File: src/rtl/matmul_seq_ctrl_if.sv
// Bus bundle between the matrix-multiply sequencer and its surroundings:
// UART receive strobe, operand memory write/read ports, UART transmit
// handshake and status flags.
//
// Handshake rules on this bus:
//   rx_valid is a one-cycle strobe; rx_data is only meaningful in that cycle.
//   wr_en is a one-cycle strobe; wr_sel/wr_addr/wr_data qualify it.
//   rd_data_a/rd_data_b follow rd_addr_a/rd_addr_b by exactly one cycle.
//   tx_start is a one-cycle strobe, issued only while tx_busy is low;
//   tx_busy rises the cycle after tx_start and falls when the byte is gone.
interface matmul_seq_ctrl_if #(
   parameter int AW = 4,
   parameter int DW = 8
);
   logic [7:0]    rx_data;
   logic          rx_valid;
   logic          wr_en;
   logic          wr_sel;
   logic [AW-1:0] wr_addr;
   logic [DW-1:0] wr_data;
   logic [AW-1:0] rd_addr_a;
   logic [AW-1:0] rd_addr_b;
   logic [DW-1:0] rd_data_a;
   logic [DW-1:0] rd_data_b;
   logic [7:0]    tx_data;
   logic          tx_start;
   logic          tx_busy;
   logic          busy;
   logic          done;
   logic          err;
   logic [2:0]    dbg_state;

   modport master (
      input  rx_data, rx_valid, rd_data_a, rd_data_b, tx_busy,
      output wr_en, wr_sel, wr_addr, wr_data, rd_addr_a, rd_addr_b,
             tx_data, tx_start, busy, done, err, dbg_state
   );

   modport slave (
      output rx_data, rx_valid, rd_data_a, rd_data_b, tx_busy,
      input  wr_en, wr_sel, wr_addr, wr_data, rd_addr_a, rd_addr_b,
             tx_data, tx_start, busy, done, err, dbg_state
   );
endinterface

File: src/rtl/matmul_seq_ctrl.sv
// Sequencer for the UART matrix multiplier: loads N, then A and B row-major
// into the operand memories, computes every C[i][j] with a k-loop MAC and
// streams each RW-bit result to the UART transmitter MSB byte first.
module matmul_seq_ctrl #(
   parameter int MAX_N = 3,
   parameter int DW    = 8,
   parameter int AW    = 4,
   parameter int RW    = 24
) (
   input  logic              clk,
   input  logic              rst,
   matmul_seq_ctrl_if.master bus
);
   localparam int NB = RW / 8;
   localparam int BW = (NB > 1) ? $clog2(NB) : 1;

   typedef enum logic [2:0] {
      IDLE, LOAD_A, LOAD_B, CALC, SEND, SEND_WAIT, NEXT
   } state_t;

   state_t          state;
   logic [AW-1:0]   n;
   logic [AW-1:0]   idx;
   logic [AW-1:0]   i;
   logic [AW-1:0]   j;
   logic [AW-1:0]   cyc;
   logic [BW-1:0]   b;
   logic [RW-1:0]   acc;
   logic [RW-1:0]   result;
   logic            seen_busy;
   logic [AW-1:0]   last_idx;
   logic [2*DW-1:0] prod;

   logic            wr_en;
   logic            wr_sel;
   logic [AW-1:0]   wr_addr;
   logic [DW-1:0]   wr_data;
   logic [AW-1:0]   rd_addr_a;
   logic [AW-1:0]   rd_addr_b;
   logic [7:0]      tx_data;
   logic            tx_start;
   logic            done;
   logic            err;

   assign last_idx = n * n - AW'(1);
   assign prod     = bus.rd_data_a * bus.rd_data_b;

   assign bus.wr_en     = wr_en;
   assign bus.wr_sel    = wr_sel;
   assign bus.wr_addr   = wr_addr;
   assign bus.wr_data   = wr_data;
   assign bus.rd_addr_a = rd_addr_a;
   assign bus.rd_addr_b = rd_addr_b;
   assign bus.tx_data   = tx_data;
   assign bus.tx_start  = tx_start;
   assign bus.done      = done;
   assign bus.err       = err;
   assign bus.busy      = (state != IDLE);
   assign bus.dbg_state = state;

   // Main sequencer: load operands, MAC each element, send it, advance.
   always_ff @(posedge clk or negedge rst) begin
      if (!rst) begin
         state     <= IDLE;
         n         <= '0;
         idx       <= '0;
         i         <= '0;
         j         <= '0;
         cyc       <= '0;
         b         <= '0;
         acc       <= '0;
         result    <= '0;
         seen_busy <= 1'b0;
         wr_en     <= 1'b0;
         wr_sel    <= 1'b0;
         wr_addr   <= '0;
         wr_data   <= '0;
         rd_addr_a <= '0;
         rd_addr_b <= '0;
         tx_data   <= '0;
         tx_start  <= 1'b0;
         done      <= 1'b0;
         err       <= 1'b0;
      end else begin
         wr_en    <= 1'b0;
         tx_start <= 1'b0;
         done     <= 1'b0;
         err      <= 1'b0;
         case (state)
            IDLE: begin
               if (bus.rx_valid) begin
                  if (bus.rx_data != 8'd0 && bus.rx_data <= 8'(MAX_N)) begin
                     n     <= bus.rx_data[AW-1:0];
                     idx   <= '0;
                     state <= LOAD_A;
                  end else begin
                     err <= 1'b1;
                  end
               end
            end
            LOAD_A, LOAD_B: begin
               if (bus.rx_valid) begin
                  wr_en   <= 1'b1;
                  wr_sel  <= (state == LOAD_B);
                  wr_addr <= idx;
                  wr_data <= bus.rx_data[DW-1:0];
                  if (idx == last_idx) begin
                     idx <= '0;
                     if (state == LOAD_A) begin
                        state <= LOAD_B;
                     end else begin
                        i     <= '0;
                        j     <= '0;
                        cyc   <= '0;
                        state <= CALC;
                     end
                  end else begin
                     idx <= idx + AW'(1);
                  end
               end
            end
            CALC: begin
               // cyc 0..N-1 issues addresses; products land two cycles later
               if (cyc == '0) acc <= '0;
               if (cyc < n) begin
                  rd_addr_a <= i * n + cyc;
                  rd_addr_b <= cyc * n + j;
               end
               if (cyc >= AW'(2)) begin
                  if (cyc == n + AW'(1)) begin
                     result <= acc + RW'(prod);
                     b      <= '0;
                     state  <= SEND;
                  end else begin
                     acc <= acc + RW'(prod);
                  end
               end
               cyc <= cyc + AW'(1);
            end
            SEND: begin
               if (!bus.tx_busy) begin
                  tx_start  <= 1'b1;
                  tx_data   <= result[RW-1 -: 8];
                  result    <= result << 8;
                  seen_busy <= 1'b0;
                  state     <= SEND_WAIT;
               end
            end
            SEND_WAIT: begin
               // byte is finished once busy has been seen high and then low
               if (bus.tx_busy) begin
                  seen_busy <= 1'b1;
               end else if (seen_busy) begin
                  if (b == BW'(NB - 1)) begin
                     state <= NEXT;
                  end else begin
                     b     <= b + BW'(1);
                     state <= SEND;
                  end
               end
            end
            NEXT: begin
               cyc <= '0;
               if (j == n - AW'(1)) begin
                  j <= '0;
                  if (i == n - AW'(1)) begin
                     done  <= 1'b1;
                     state <= IDLE;
                  end else begin
                     i     <= i + AW'(1);
                     state <= CALC;
                  end
               end else begin
                  j     <= j + AW'(1);
                  state <= CALC;
               end
            end
            default: state <= IDLE;
         endcase
      end
   end
endmodule

File: src/flat_wrapper.sv
// flat-port wrapper written by rule: the top's interface ports become plain ports
module matmul_seq_ctrl_flat 
#(
   parameter int MAX_N = 3,
   parameter int DW    = 8,
   parameter int AW    = 4,
   parameter int RW    = 24
)
  (clk, rst, bus_rx_data, bus_rx_valid, bus_rd_data_a, bus_rd_data_b, bus_tx_busy, bus_wr_en, bus_wr_sel, bus_wr_addr, bus_wr_data, bus_rd_addr_a, bus_rd_addr_b, bus_tx_data, bus_tx_start, bus_busy, bus_done, bus_err, bus_dbg_state);
  matmul_seq_ctrl_if #(.AW(AW), .DW(DW)) bus_i ();
  input  logic clk;
  input  logic rst;
  input wire logic [$bits(bus_i.rx_data)-1:0] bus_rx_data;
  input wire logic [$bits(bus_i.rx_valid)-1:0] bus_rx_valid;
  input wire logic [$bits(bus_i.rd_data_a)-1:0] bus_rd_data_a;
  input wire logic [$bits(bus_i.rd_data_b)-1:0] bus_rd_data_b;
  input wire logic [$bits(bus_i.tx_busy)-1:0] bus_tx_busy;
  output wire logic [$bits(bus_i.wr_en)-1:0] bus_wr_en;
  output wire logic [$bits(bus_i.wr_sel)-1:0] bus_wr_sel;
  output wire logic [$bits(bus_i.wr_addr)-1:0] bus_wr_addr;
  output wire logic [$bits(bus_i.wr_data)-1:0] bus_wr_data;
  output wire logic [$bits(bus_i.rd_addr_a)-1:0] bus_rd_addr_a;
  output wire logic [$bits(bus_i.rd_addr_b)-1:0] bus_rd_addr_b;
  output wire logic [$bits(bus_i.tx_data)-1:0] bus_tx_data;
  output wire logic [$bits(bus_i.tx_start)-1:0] bus_tx_start;
  output wire logic [$bits(bus_i.busy)-1:0] bus_busy;
  output wire logic [$bits(bus_i.done)-1:0] bus_done;
  output wire logic [$bits(bus_i.err)-1:0] bus_err;
  output wire logic [$bits(bus_i.dbg_state)-1:0] bus_dbg_state;
  assign bus_i.rx_data = bus_rx_data;
  assign bus_i.rx_valid = bus_rx_valid;
  assign bus_i.rd_data_a = bus_rd_data_a;
  assign bus_i.rd_data_b = bus_rd_data_b;
  assign bus_i.tx_busy = bus_tx_busy;
  assign bus_wr_en = bus_i.wr_en;
  assign bus_wr_sel = bus_i.wr_sel;
  assign bus_wr_addr = bus_i.wr_addr;
  assign bus_wr_data = bus_i.wr_data;
  assign bus_rd_addr_a = bus_i.rd_addr_a;
  assign bus_rd_addr_b = bus_i.rd_addr_b;
  assign bus_tx_data = bus_i.tx_data;
  assign bus_tx_start = bus_i.tx_start;
  assign bus_busy = bus_i.busy;
  assign bus_done = bus_i.done;
  assign bus_err = bus_i.err;
  assign bus_dbg_state = bus_i.dbg_state;
  matmul_seq_ctrl #(.MAX_N(MAX_N), .DW(DW), .AW(AW), .RW(RW)) u_core (.clk(clk), .rst(rst), .bus(bus_i));
endmodule
File: config.mk
export PLATFORM = sky130hd
export DESIGN_NAME = matmul_seq_ctrl_flat
export DESIGN_NICKNAME = d
export VERILOG_FILES = /design/src/rtl/matmul_seq_ctrl_if.sv /design/src/rtl/matmul_seq_ctrl.sv /design/src/flat_wrapper.sv
export SDC_FILE = /design/constraint.sdc
export NUM_CORES = 1
export LEC_CHECK = 0
export ABC_AREA = 0
export BUFFER_PORTS_ARGS = -buffer_cell sky130_fd_sc_hd__buf_2
export CAP_MARGIN = 20
export CELL_PAD_IN_SITES_DETAIL_PLACEMENT = 0
export CELL_PAD_IN_SITES_GLOBAL_PLACEMENT = 1
export CORE_MARGIN = 1.5
export CORE_UTILIZATION = 40
export CTS_BUF_LIST = sky130_fd_sc_hd__clkbuf_8
export CTS_CLUSTER_SIZE = 28
export DETAILED_ROUTE_END_ITERATION = 6
export HOLD_SLACK_MARGIN = 0.06
export PLACE_DENSITY = 0.8
export SLEW_MARGIN = 15
export SYNTH_ARGS = -nofsm -noshare
export SYNTH_HDL_FRONTEND = slang
export SYNTH_SLANG_ARGS = --single-unit
File: constraint.sdc
create_clock -name clk -period 5.5 [get_ports clk]
set_input_delay 0.275 -clock clk [delete_from_list [all_inputs] [get_ports clk]]
set_output_delay 0.275 -clock clk [all_outputs]
set_load 0.01 [all_outputs]
==> run metrics <==
synth top area cells=dfrtp_1, fa_1, ha_1, nand2_1, inv_1; Post-Synth Adder-Cell Area=0.230; reg-to-reg setup timing slack=between 0.9 and 1 ns; die area=22300 um2; WL final=approximately 19000 um; Switching Fraction=0.502; Top-Level Pins=65; Num CTS Buffers=9; Leak=around 4.7 nW; syn avg cell area=about 9.2 um2; # rows=53; P&R area growth vs syn=8.61%; Filler Cell Count=between 2000 and 2500; worst-path cell chain=inv_1 -> fa_1 -> inv_1 -> fa_1 -> inv_1 -> fa_1 -> fa_1 -> inv_1 -> ha_1 -> o211ai_1 -> o211ai_1 -> nand3_1 -> a21oi_1 -> xnor2_1 -> o221a_2; slowest CP cell=fa_1; worst-margin pin slew=~1.1 ns; R2R cell count=15; worst r2r src=u_core.acc[6]; ANT cells=0; post-synthesis sequential area ratio=0.313; XOR/XNOR Fraction of Synth Area=0.0542; final period utilization=0.830; DR WL/cell=14.9 um; CP Buf/Inv Count=4; clk sinks=107; DRC Markers=0; WHS Path Cells=3; Reg clk slew, reported paths=between 0.1 and 0.15 ns; Final Hold Viols=0; initial antenna violation count=0; CTS tree=built; Final #Nets=around 1100; root buf cell=clkbuf_8; most area-hungry cell type in the Yosys netlist=dfrtp_1; Area after DPL=just over 9000 um2; status=finished clean; maxcap violations=0; min-delay src=bus_rx_data[7]; critical path data arrival time=4.83 ns; die outline height=roughly 150 um; sw power=between 0.002 and 0.003 W; vias per std cell=approximately 5.2; crit path launch type=flip-flop; Yosys reg bits=107; largest family of logic cells by synthesized area=adder cells; post-route ant nets=0; CP required=between 5 and 6 ns; H-tree depth=3; Final setup viols=0; Routability Congestion=slightly above 0.8; initial core utilization=0.407; clock skew=between 0.015 and 0.02 ns; delay-heaviest family, CP=adder cells; Setup CP Type=reg2reg; syn nets=between 1000 and 1500; part of the power in registers=0.259; mux contribution to synthesized area=0.0298; Core ar.=around 21000 um2; area of the multi-input gates=5270 um2; combinational share of power=0.654; Max-slew headroom=0.296; Yosys top cell area share=0.313; Yosys Warn Count=0; CP Capture Type=flip-flop; Final Cell Area=9300 um2; HP Class=in2reg; Hold Path End=u_core.bus.wr_data[7]; Core Util, Final=0.442; violation count after the first detailed-route iteration=about 290; port buffer count=64; GRT Residual Overflow=0; pins over their slew limit=0; CTS Buffer Depth=2; simple-gate portion of the synthesized area=0.179; FMAX=between 0.2 and 0.25 GHz; vias in the first global route=approximately 6400; Mapped Cells=around 930; asr flop ratio synth=1.00; first-pass GRT wire length=32300 um; Post-CTS Repair Setup Buffers=0; mapped cell area=around 8600 um2; Die Width=about 150 um; DR pass1 iterations=5; synth unique cells=between 60 and 70; largest net degree at the start of global routing=64; worst IR drop on VDD=about 0.44 mV; fin crit period=4.57 ns; RSZ-0062 raised after global routing=no; area taken by flip-flops and latches=~2700 um2; clock network power share=0.087; Reg2Reg Capture Point=u_core.result[23]; CP max FO=5; total track usage=0.181; most used flip-flop cell after synthesis=dfrtp_1; number of synthesized flops with an enable pin=0; Setup TNS=0 ns; share of cells above drive strength 1=0.125; internal power=between 0.002 and 0.003 W; Skew-Pair Late Insertion Delay=between 0.3 and 0.4 ns; crit-path max cell delay=0.54 ns; Synth Area in Compound Gates=0.123; power density cells=between 500 and 600 nW/um2; HPWL after DPL=14500 um; total number of vias=around 6500
-- metrics by stage --
stage               hold slack, ns  cells  setup slack, ns  total power, W
floorplan                  -0.0206    932             1.18         0.00392
global placement             0.438   1245            0.640         0.00480
detailed placement           0.443   1245            0.659         0.00482
CTS                         0.0757   1261            0.929         0.00529
global route                0.0957   1261            0.588         0.00587
finish                      0.0908   1261            0.935         0.00524
-- sequential cells by signal (all words and copies together), names as in the netlist, 8 cells and up --
signal,cells
u_core.acc,24
u_core.result,24
u_core.bus.tx_data,8
u_core.bus.wr_data,8
-- kinds of logic after synthesis --
| logic type | count (synthesis) |
|---|---|
| flip-flops | 107 |
| AND/OR/NAND/NOR | 316 |
| adder cells (fa/ha/maj) | 125 |
| multiplexers | 23 |
| buffers and inverters | 152 |
| AO/OA/AOI/OAI | 161 |
| XOR/XNOR | 48 |
-- cell type report --
class / instances / area share
clock buffers: 9 / 0.0133
clock inverters: 6 / 0.00552
inverters: 121 / 0.0489
multi-input cells: 673 / 0.567
flip-flops and latches: 107 / 0.288
well taps: 275 / 0.0370
repair buffers: 70 / 0.0398
-- worst max-delay path by stage --
stage                      from                end  slack, ns  cells after the start
2_1_floorplan  bus_rd_data_a[1]  u_core.result[23]       1.18                     15
3_3_place_gp   bus_rd_data_a[1]  u_core.result[23]       0.64                     15
3_5_place_dp   bus_rd_data_a[1]  u_core.result[23]       0.66                     15
4_1_cts           u_core.acc[7]  u_core.result[23]       0.93                     15
5_1_grt           u_core.acc[7]  u_core.result[23]       0.59                     15
6_report          u_core.acc[6]  u_core.result[23]       0.93                     15
-- power by group through the flow --
stage | clock (W) | sequential [W] | combinational [W]
CTS | 0.000474 | 0.00136 | 0.00346
global route | 0.000509 | 0.00140 | 0.00396
finish | 0.000457 | 0.00136 | 0.00343
detailed placement | 0 | 0.00137 | 0.00345
floorplan | 0 | 0.00130 | 0.00262
global placement | 0 | 0.00136 | 0.00344
-- tightest hold or removal path: cells and delay by family --
family        cells  cell delay [ns]
simple gates      2             0.09
buf+inv           1             0.09
-- cells in the final DEF, fill, tap and decap left out, types with 13 or more instances in the layout --
cell type,Yosys,layout
dfrtp_1,107,107
nand3_1,32,32
ha_1,71,71
a31oi_1,13,13
o21ai_0,35,35
nor2_1,36,36
fa_1,54,54
buf_2,5,63
nand2_1,156,156
xnor2_1,33,33
a21oi_1,46,46
and2_1,43,43
inv_1,120,120
mux2_2,20,20
-- what timing repair did --
| action | in CTS | in global routing |
|---|---|---|
| setup endpoints to repair | 0 | 0 |
| endpoints found under the hold margin | 62 | 0 |
| hold buffers | 1 | 0 |
| resized for setup | 0 | 0 |
-- per-layer routing --
metal	vias up	wire, um	GRT usage
li1	3181	-	-
met1	3224	9190	0.261
met2	114	8710	0.289
met3	11	778	0.0300
met4	0	124	0.0327
met5	-	0	0
-- synth_stat cells (all sizes together), types with 4 or more instances --
| cell | instances |
|---|---|
| nand2 | 156 |
| a211oi | 7 |
| nand2b | 6 |
| a31oi | 14 |
| a22o | 7 |
| or3 | 5 |
| inv | 121 |
| o21a | 4 |
| xor2 | 12 |
| fa | 54 |
| nor3 | 8 |
| dfrtp | 107 |
| and3 | 5 |
| a21oi | 46 |
| buf | 11 |
| nor2b | 6 |
| and2 | 43 |
| nand4 | 4 |
| mux2 | 20 |
| ha | 71 |
| nand3 | 33 |
| o21ai | 41 |
| xnor2 | 33 |
| clkbuf | 20 |
| o211ai | 10 |
| nor2 | 37 |
No activity file was read; power rests on OpenSTA's default activity.
